**src/rtl/pgm_ddram_arbiter.sv**
```systemverilog
// rtl/pgm_ddram_arbiter.sv - shares the DDRAM read port among pgm_video fetch requesters
//
// Fixed index priority (0 highest) with an age override; one read in flight at a time.
// Ports:
//   clk, reset_n          core clock, synchronous active-low reset
//   req, req_addr         per-requester request level and address slice [i*ADDR_W +: ADDR_W]
//   grant, rvalid, rerr   one-hot 1-cycle pulses: accepted / data returned / timed out
//   rdata                 last returned beat, held until the next return
//   ddram_rd, ddram_addr  read strobe and address toward DDRAM
//   ddram_dout, ddram_busy, ddram_dout_ready   DDRAM read data and handshake
//   arb_busy              state is not IDLE
//   timeout_err, err_clr  sticky timeout flag and its clear
module pgm_ddram_arbiter #(
   parameter int NUM_REQ   = 3,
   parameter int ADDR_W    = 29,
   parameter int DATA_W    = 64,
   parameter int AGE_LIMIT = 8,
   parameter int TIMEOUT   = 255
) (
   input  logic                      clk,
   input  logic                      reset_n,
   input  logic [NUM_REQ-1:0]        req,
   input  logic [NUM_REQ*ADDR_W-1:0] req_addr,
   output logic [NUM_REQ-1:0]        grant,
   output logic [NUM_REQ-1:0]        rvalid,
   output logic [NUM_REQ-1:0]        rerr,
   output logic [DATA_W-1:0]         rdata,
   output logic                      ddram_rd,
   output logic [ADDR_W-1:0]         ddram_addr,
   input  logic [DATA_W-1:0]         ddram_dout,
   input  logic                      ddram_busy,
   input  logic                      ddram_dout_ready,
   output logic                      arb_busy,
   output logic                      timeout_err,
   input  logic                      err_clr
);

   localparam int AGE_W = $clog2(AGE_LIMIT + 1);
   localparam int OWN_W = (NUM_REQ > 1) ? $clog2(NUM_REQ) : 1;
   localparam int TMO_W = $clog2(TIMEOUT + 1);

   typedef enum logic [1:0] {S_IDLE, S_ISSUE, S_WAIT} state_t;

   state_t             state, state_nxt;
   logic [AGE_W-1:0]   age [NUM_REQ];
   logic [OWN_W-1:0]   owner;
   logic [TMO_W-1:0]   tmo_cnt;

   logic               base_any, aged_any, win_any;
   logic [OWN_W-1:0]   base_idx, aged_idx, win_idx;
   logic [NUM_REQ-1:0] holder;
   logic               do_grant, do_issue, do_return, do_timeout;

   // Descending scans so the last hit, i.e. the lowest index, is kept.
   // An aged requester must still be requesting to be picked.
   always_comb begin
      base_any = 1'b0;
      base_idx = '0;
      aged_any = 1'b0;
      aged_idx = '0;
      for (int i = NUM_REQ - 1; i >= 0; i--) begin
         if (req[i]) begin
            base_any = 1'b1;
            base_idx = OWN_W'(i);
         end
         if (req[i] && age[i] == AGE_W'(AGE_LIMIT)) begin
            aged_any = 1'b1;
            aged_idx = OWN_W'(i);
         end
      end
      win_any = base_any;
      win_idx = aged_any ? aged_idx : base_idx;
   end

   // The requester that is not ageing this cycle: the winner while arbitrating,
   // the owner while its read is in flight.
   always_comb begin
      holder = '0;
      if (state == S_IDLE) begin
         if (win_any) holder[win_idx] = 1'b1;
      end else begin
         holder[owner] = 1'b1;
      end
   end

   always_comb begin
      state_nxt  = state;
      do_grant   = 1'b0;
      do_issue   = 1'b0;
      do_return  = 1'b0;
      do_timeout = 1'b0;
      case (state)
         S_IDLE: begin
            if (win_any) begin
               do_grant  = 1'b1;
               state_nxt = S_ISSUE;
            end
         end
         S_ISSUE: begin
            if (!ddram_busy) begin
               do_issue  = 1'b1;
               state_nxt = S_WAIT;
            end
         end
         S_WAIT: begin
            if (ddram_dout_ready) begin
               do_return = 1'b1;
               state_nxt = S_IDLE;
            end else if (tmo_cnt == TMO_W'(TIMEOUT - 1)) begin
               do_timeout = 1'b1;
               state_nxt  = S_IDLE;
            end
         end
         default: state_nxt = S_IDLE;
      endcase
   end

   always_ff @(posedge clk) begin
      if (!reset_n) begin
         state       <= S_IDLE;
         owner       <= '0;
         ddram_addr  <= '0;
         ddram_rd    <= 1'b0;
         grant       <= '0;
         rvalid      <= '0;
         rerr        <= '0;
         rdata       <= '0;
         tmo_cnt     <= '0;
         timeout_err <= 1'b0;
      end else begin
         state    <= state_nxt;
         grant    <= '0;
         rvalid   <= '0;
         rerr     <= '0;
         ddram_rd <= do_issue;
         if (do_grant) begin
            owner      <= win_idx;
            ddram_addr <= req_addr[win_idx*ADDR_W +: ADDR_W];
            grant      <= NUM_REQ'(1) << win_idx;
         end
         if (do_issue) begin
            tmo_cnt <= '0;
         end else if (state == S_WAIT) begin
            tmo_cnt <= tmo_cnt + 1'b1;
         end
         if (do_return) begin
            rdata  <= ddram_dout;
            rvalid <= NUM_REQ'(1) << owner;
         end
         if (do_timeout) begin
            rerr <= NUM_REQ'(1) << owner;
         end
         // A timeout in the same cycle as err_clr keeps the flag set.
         if (do_timeout) begin
            timeout_err <= 1'b1;
         end else if (err_clr) begin
            timeout_err <= 1'b0;
         end
      end
   end

   always_ff @(posedge clk) begin
      for (int i = 0; i < NUM_REQ; i++) begin
         if (!reset_n || !req[i] || holder[i]) begin
            age[i] <= '0;
         end else if (age[i] != AGE_W'(AGE_LIMIT)) begin
            age[i] <= age[i] + 1'b1;
         end
      end
   end

   assign arb_busy = (state != S_IDLE);

endmodule

```
**config.mk**
```make
export PLATFORM = sky130hd
export DESIGN_NAME = pgm_ddram_arbiter
export DESIGN_NICKNAME = d
export VERILOG_FILES = /design/src/rtl/pgm_ddram_arbiter.sv
export SDC_FILE = /design/constraint.sdc
export NUM_CORES = 1
export LEC_CHECK = 0
export ABC_AREA = 1
export BUFFER_PORTS_ARGS = -buffer_cell sky130_fd_sc_hd__buf_2
export CAP_MARGIN = 20
export CELL_PAD_IN_SITES_DETAIL_PLACEMENT = 1
export CELL_PAD_IN_SITES_GLOBAL_PLACEMENT = 1
export CORE_UTILIZATION = 25
export DETAILED_ROUTE_END_ITERATION = 6
export GPL_TIMING_DRIVEN = 0
export HOLD_SLACK_MARGIN = 0.15
export PLACE_DENSITY = 0.62
export RECOVER_POWER = 50
export SKIP_LAST_GASP = 1
export SYNTH_ARGS = -nofsm -noshare
export SYNTH_HDL_FRONTEND = slang
export SYNTH_SLANG_ARGS = --single-unit
```
**constraint.sdc**
```tcl
create_clock -name clk -period 2.65 [get_ports clk]
set_input_delay 0 -clock clk [delete_from_list [all_inputs] [get_ports clk]]
set_output_delay 0 -clock clk [all_outputs]
set_load 0.005 [all_outputs]
```
# Yosys cells after proc, flatten, opt, wreduce, memory -nomap -nowiden
# Memories as Yosys holds them, arrays and structs flattened.
# Index checks and enable logic that the tools add are counted.
# totals
reg_bits	116
mem_bits_rw	12
out_inout_bits	105
elab_cells	115
memories	1
# classes
n_addsub	4
mul	1
magnitude_cmp	4
n_eq_ne	12
shift	3
n_mux	53
bitwise_logic	4
n_reduce_logical	23
# mem_list
name	depth	width	read_ports	rd_clocked_by_memory_dff	write_ports	line_no	text
age	3	4	3	0	3	45	logic [AGE_W-1:0] age [NUM_REQ];
# op_table
op	count
87-bit by 8-bit indexed part select with 29-bit output	1
1-bit two-way mux	34
2-bit two-way mux	11
4-bit by 1-bit adder with 4-bit output, second input constant	3
4-bit == test, second input constant	3
4-bit two-way mux	3
4-bit != test, second input constant	3
8-bit by 1-bit adder with 8-bit output, second input constant	1
8-bit == test, second input constant	1
2-bit by 5-bit multiplier with 7-bit output, second input constant	1
1-bit logical OR	6
2-bit by 3-bit < comparator with 1-bit output, second input constant	2
3-bit two-way mux	2
2-bit case mux with 3 select lines	1
2-bit AND reduction	3
1-bit by 2-bit left shift with 3-bit output, first input constant	2
1-bit logical AND	5
1-bit demux with 2-bit select	2
2-bit by 1-bit >= comparator with 1-bit output, second input constant	2
1-bit zero test	4
2-bit != test, second input constant	2
2-bit nonzero test	2
3-bit != test, second input constant	1
1-bit bitwise OR	3
6 further kinds	6

# Depth between registers and ports, before layout
# logic_depth
ltp_word	16
depth_mapped	11

# Worst setup path after synthesis
# No wires, ideal clock.
# synth_timing
kind	reg2reg
start	memory age[2][0] (netlist bit)
end	memory age[2][0] (netlist bit), enable pin
arrival_time_ps	1406
t_required_ps	2337
setup_slack_ps	931
stages_incl_launch_ff	10
synth_period_minus_slack_ps	1719
path_cell_list	edfxtp_1 > inv_1 > ha_1 > nand3_1 > nand2_1 > nand2_1 > nor2_4 > buf_4 > nand2_1 > nand3b_1
# synth_lines
item	line_no
from (decl)	45

==> impl_metrics.ini <==
[final_layout]
drive_gt1_share_pct = 23.4
final_nets = 1339
syn2layout_area_growth_pct = 61.1
finish.instance_area_sq_um = 9210

[pwr]
finalPower_mw = 5.46
power_density_nw_per_um2 = 592
leakagePower_nw = 4.43
peakVddDrop_mv = 0.285

[worst_setup_path]
endpoint_kind = register
cp-start-kind = register
reg2reg_from = age[0][0]$_SDFFCE_PN0P_
rrSetupSlack_ns = 0.16
critPathMaxFanout = 10
worstSetupPathType = register to register
worstPathArrival_ns = 2.85
cp.required_ns = 3.01
reg2reg_to = ddram_addr[11]$_SDFFE_PN0P_
r2r_cells = 10

[detailed_routing]
drc = 0
vias = 6549
wirelength_um = 22800
ant_nets = 0
drt_iter0_drc = 225
dr.pass1.iters = 4
wl_per_cell_um = 15.6
via_per_inst = 4.46

[logic_synthesis]
ys_warn_count = 0
synth-seq-cells = 128
synth_top_area_share_pct = 40.6
synth_area_per_cell_sq_um = 7.53
yosysMostFrequentCell = nor2_1
synth.net_count = 926
yosys-top-cells-count = nor2_1, dfxtp_1, inv_1
synth-edff-count = 12
yosysTopAreaCell = dfxtp_1
yosysUniqueCellTypes = 33
synthCells = 759
syn-cell-area_sq_um = 5720
synth-main-ff-cell = dfxtp_1
ys_top_cells_by_area = dfxtp_1, nor2_1, edfxtp_1
synth_seq_area_share_pct = 46.9
ys_async_sr_fraction_pct = 0

[cts]
root_buffer = clkbuf_16
clock_sinks = 128
cts_made_buffers = 17
clk_latency_ns = 0.42
cts-htree-levels = 4
cts_max_path_buffers = 2
cts_tree = built
clk_pin_slew_ns = 0.07

[global_route]
grt_pass1_vias = 6818
grt_max_degree = 17
track_usage_pct = 19.6
grt_overflow_total = 0
grt_pass1_wl_um = 36100
antenna_found_initial = 1

[flow_run]
drv_cap = 0

[floorplan]
coreArea_sq_um = 22100
pin_count = 264
die-area_sq_um = 23500
initial_utilization_pct = 25.9
rows = 54
die_w_um = 153
fp.dieH_um = 153

[sta]
setup_tns_ns = 0
setup_ws_ns = 0.162
max_slew.worst_pin.slew_ns = 0.663
fmax_mhz = 402
grt_setup_unrepaired = no
slew_viol_final = 0
skew_ns = 0.0103
setup_viol = 0
hold_viol_final = 0
maxSlewHeadroom_pct = 55.8
fin_crit_sh_pct = 93.9
fin_crit_ns = 2.49

[run_status]
status = finished clean

[hold_path]
worstHoldEndpoint = owner[1]$_SDFFE_PN0P_
min_delay_path_depth = 5
hold_start = req[2]
hold_class = input pin to register

[placed_design]
placed_cell_area_sq_um = 7380
hpwl_um = 16200
finalWeightedCongestion = 0.771
dp_slack_ns = 0.501
io_buffer_count = 262
worst max-delay path by stage:
stage / from / endpoint / slack, ns / cells after the start
2_1_floorplan: age[2][0]$_SDFFCE_PN0P_ / age[2][0]$_SDFFCE_PN0P_ / 0.93 / 9
5_1_grt: age[1][0]$_SDFFCE_PN0P_ / ddram_addr[10]$_SDFFE_PN0P_ / 0.002 / 9
4_1_cts: age[0][0]$_SDFFCE_PN0P_ / ddram_addr[20]$_SDFFE_PN0P_ / 0.02 / 9
3_5_place_dp: age[0][0]$_SDFFCE_PN0P_ / age[0][2]$_SDFFCE_PN0P_ / 0.50 / 7
3_3_place_gp: age[0][0]$_SDFFCE_PN0P_ / age[0][0]$_SDFFCE_PN0P_ / 0.50 / 7
6_report: age[0][0]$_SDFFCE_PN0P_ / ddram_addr[11]$_SDFFE_PN0P_ / 0.16 / 10
cells by family after synthesis:
family / Yosys count / share of synthesized area, %
adders and majority gates: 8 / 1.75
buffers and inverters: 133 / 10.3
and+or+nand+nor: 321 / 25.0
AOI/OAI and AO/OA: 163 / 15.1
xor gates and xnor gates: 6 / 0.919
DFF: 128 / 46.9
final cells by class:
class                      instances  area [sq um]
tap                              280           350
fill                            2831         12900
sequential                       128          2680
multi-input combinational        498          2420
antenna                            2          5.00
timing repair buffer             394          2540
buffer                            46           256
clock inverter                    12           145
inverter                          87           327
clock buffer                      20           479
repair_timing:
action | CTS | global route
hold buffers | 132 | 0
endpoints found under the setup margin | 0 | 18
hold endpoints to repair | 100 | 0
resized for setup | 0 | 6
buffers inserted | 0 | 0
metrics by stage:
step / std cells / hold slack, ns / util (%)
floorplan: 759 / 0.111 / -
global placement: 1301 / 0.197 / 33.4
detailed placement: 1301 / 0.205 / 33.4
CTS: 1465 / 0.155 / 42.2
global route: 1465 / 0.212 / 41.7
finish: 1467 / 0.166 / 41.7
layer usage:
layer	GRT usage (%)	vias to the layer above	share of wire, %
met5	0	-	0
met4	6.45	0	1.4
met3	6.15	25	7.4
met2	34.9	236	48
met1	22.1	3002	43
li1	-	3286	-
layout by cell type (no fill, tap or decap), drive strengths merged:
cell         instances
inv                 91
nor3                 7
clkinvlp             2
nand3               72
nor2               168
ha                   8
nand3b               5
bufinv               2
nor4                 1
nor3b                1
a211oi               2
clkbuf             115
nand4                4
a21o                 1
xor2                 3
xnor2                3
edfxtp              12
clkinv               4
buf                213
dfxtp              116
or2                  2
a21oi               64
diode                2
dlygate4sd3        132
nand2               61
o21ai               96
state kept, by name, indices dropped and copies added, names as in the netlist:
register     count
rerr             3
grant            3
rdata           64
rvalid           3
age             12
tmo_cnt          8
timeout_err      1
owner            2
ddram_addr      29
state            2
ddram_rd         1
worst max-delay path, stage by stage (launching register included):
cell and delay (ns):
edfxtp_1 0.44, inv_1 0.09, ha_1 0.16, nand4_1 0.27
nand2_1 0.22, nor2_4 0.07, inv_2 0.07, buf_2 0.22
nand3_1 0.15, a21oi_1 0.17, dlygate4sd3_1 0.56
power breakdown:
group / internal (mW) / total [mW] / switching, mW
sequential: 2.06 / 2.11 / 0.0571
clock: 1.52 / 2.47 / 0.958
combinational: 0.429 / 0.868 / 0.439
Power figures use the tool's default switching activity.
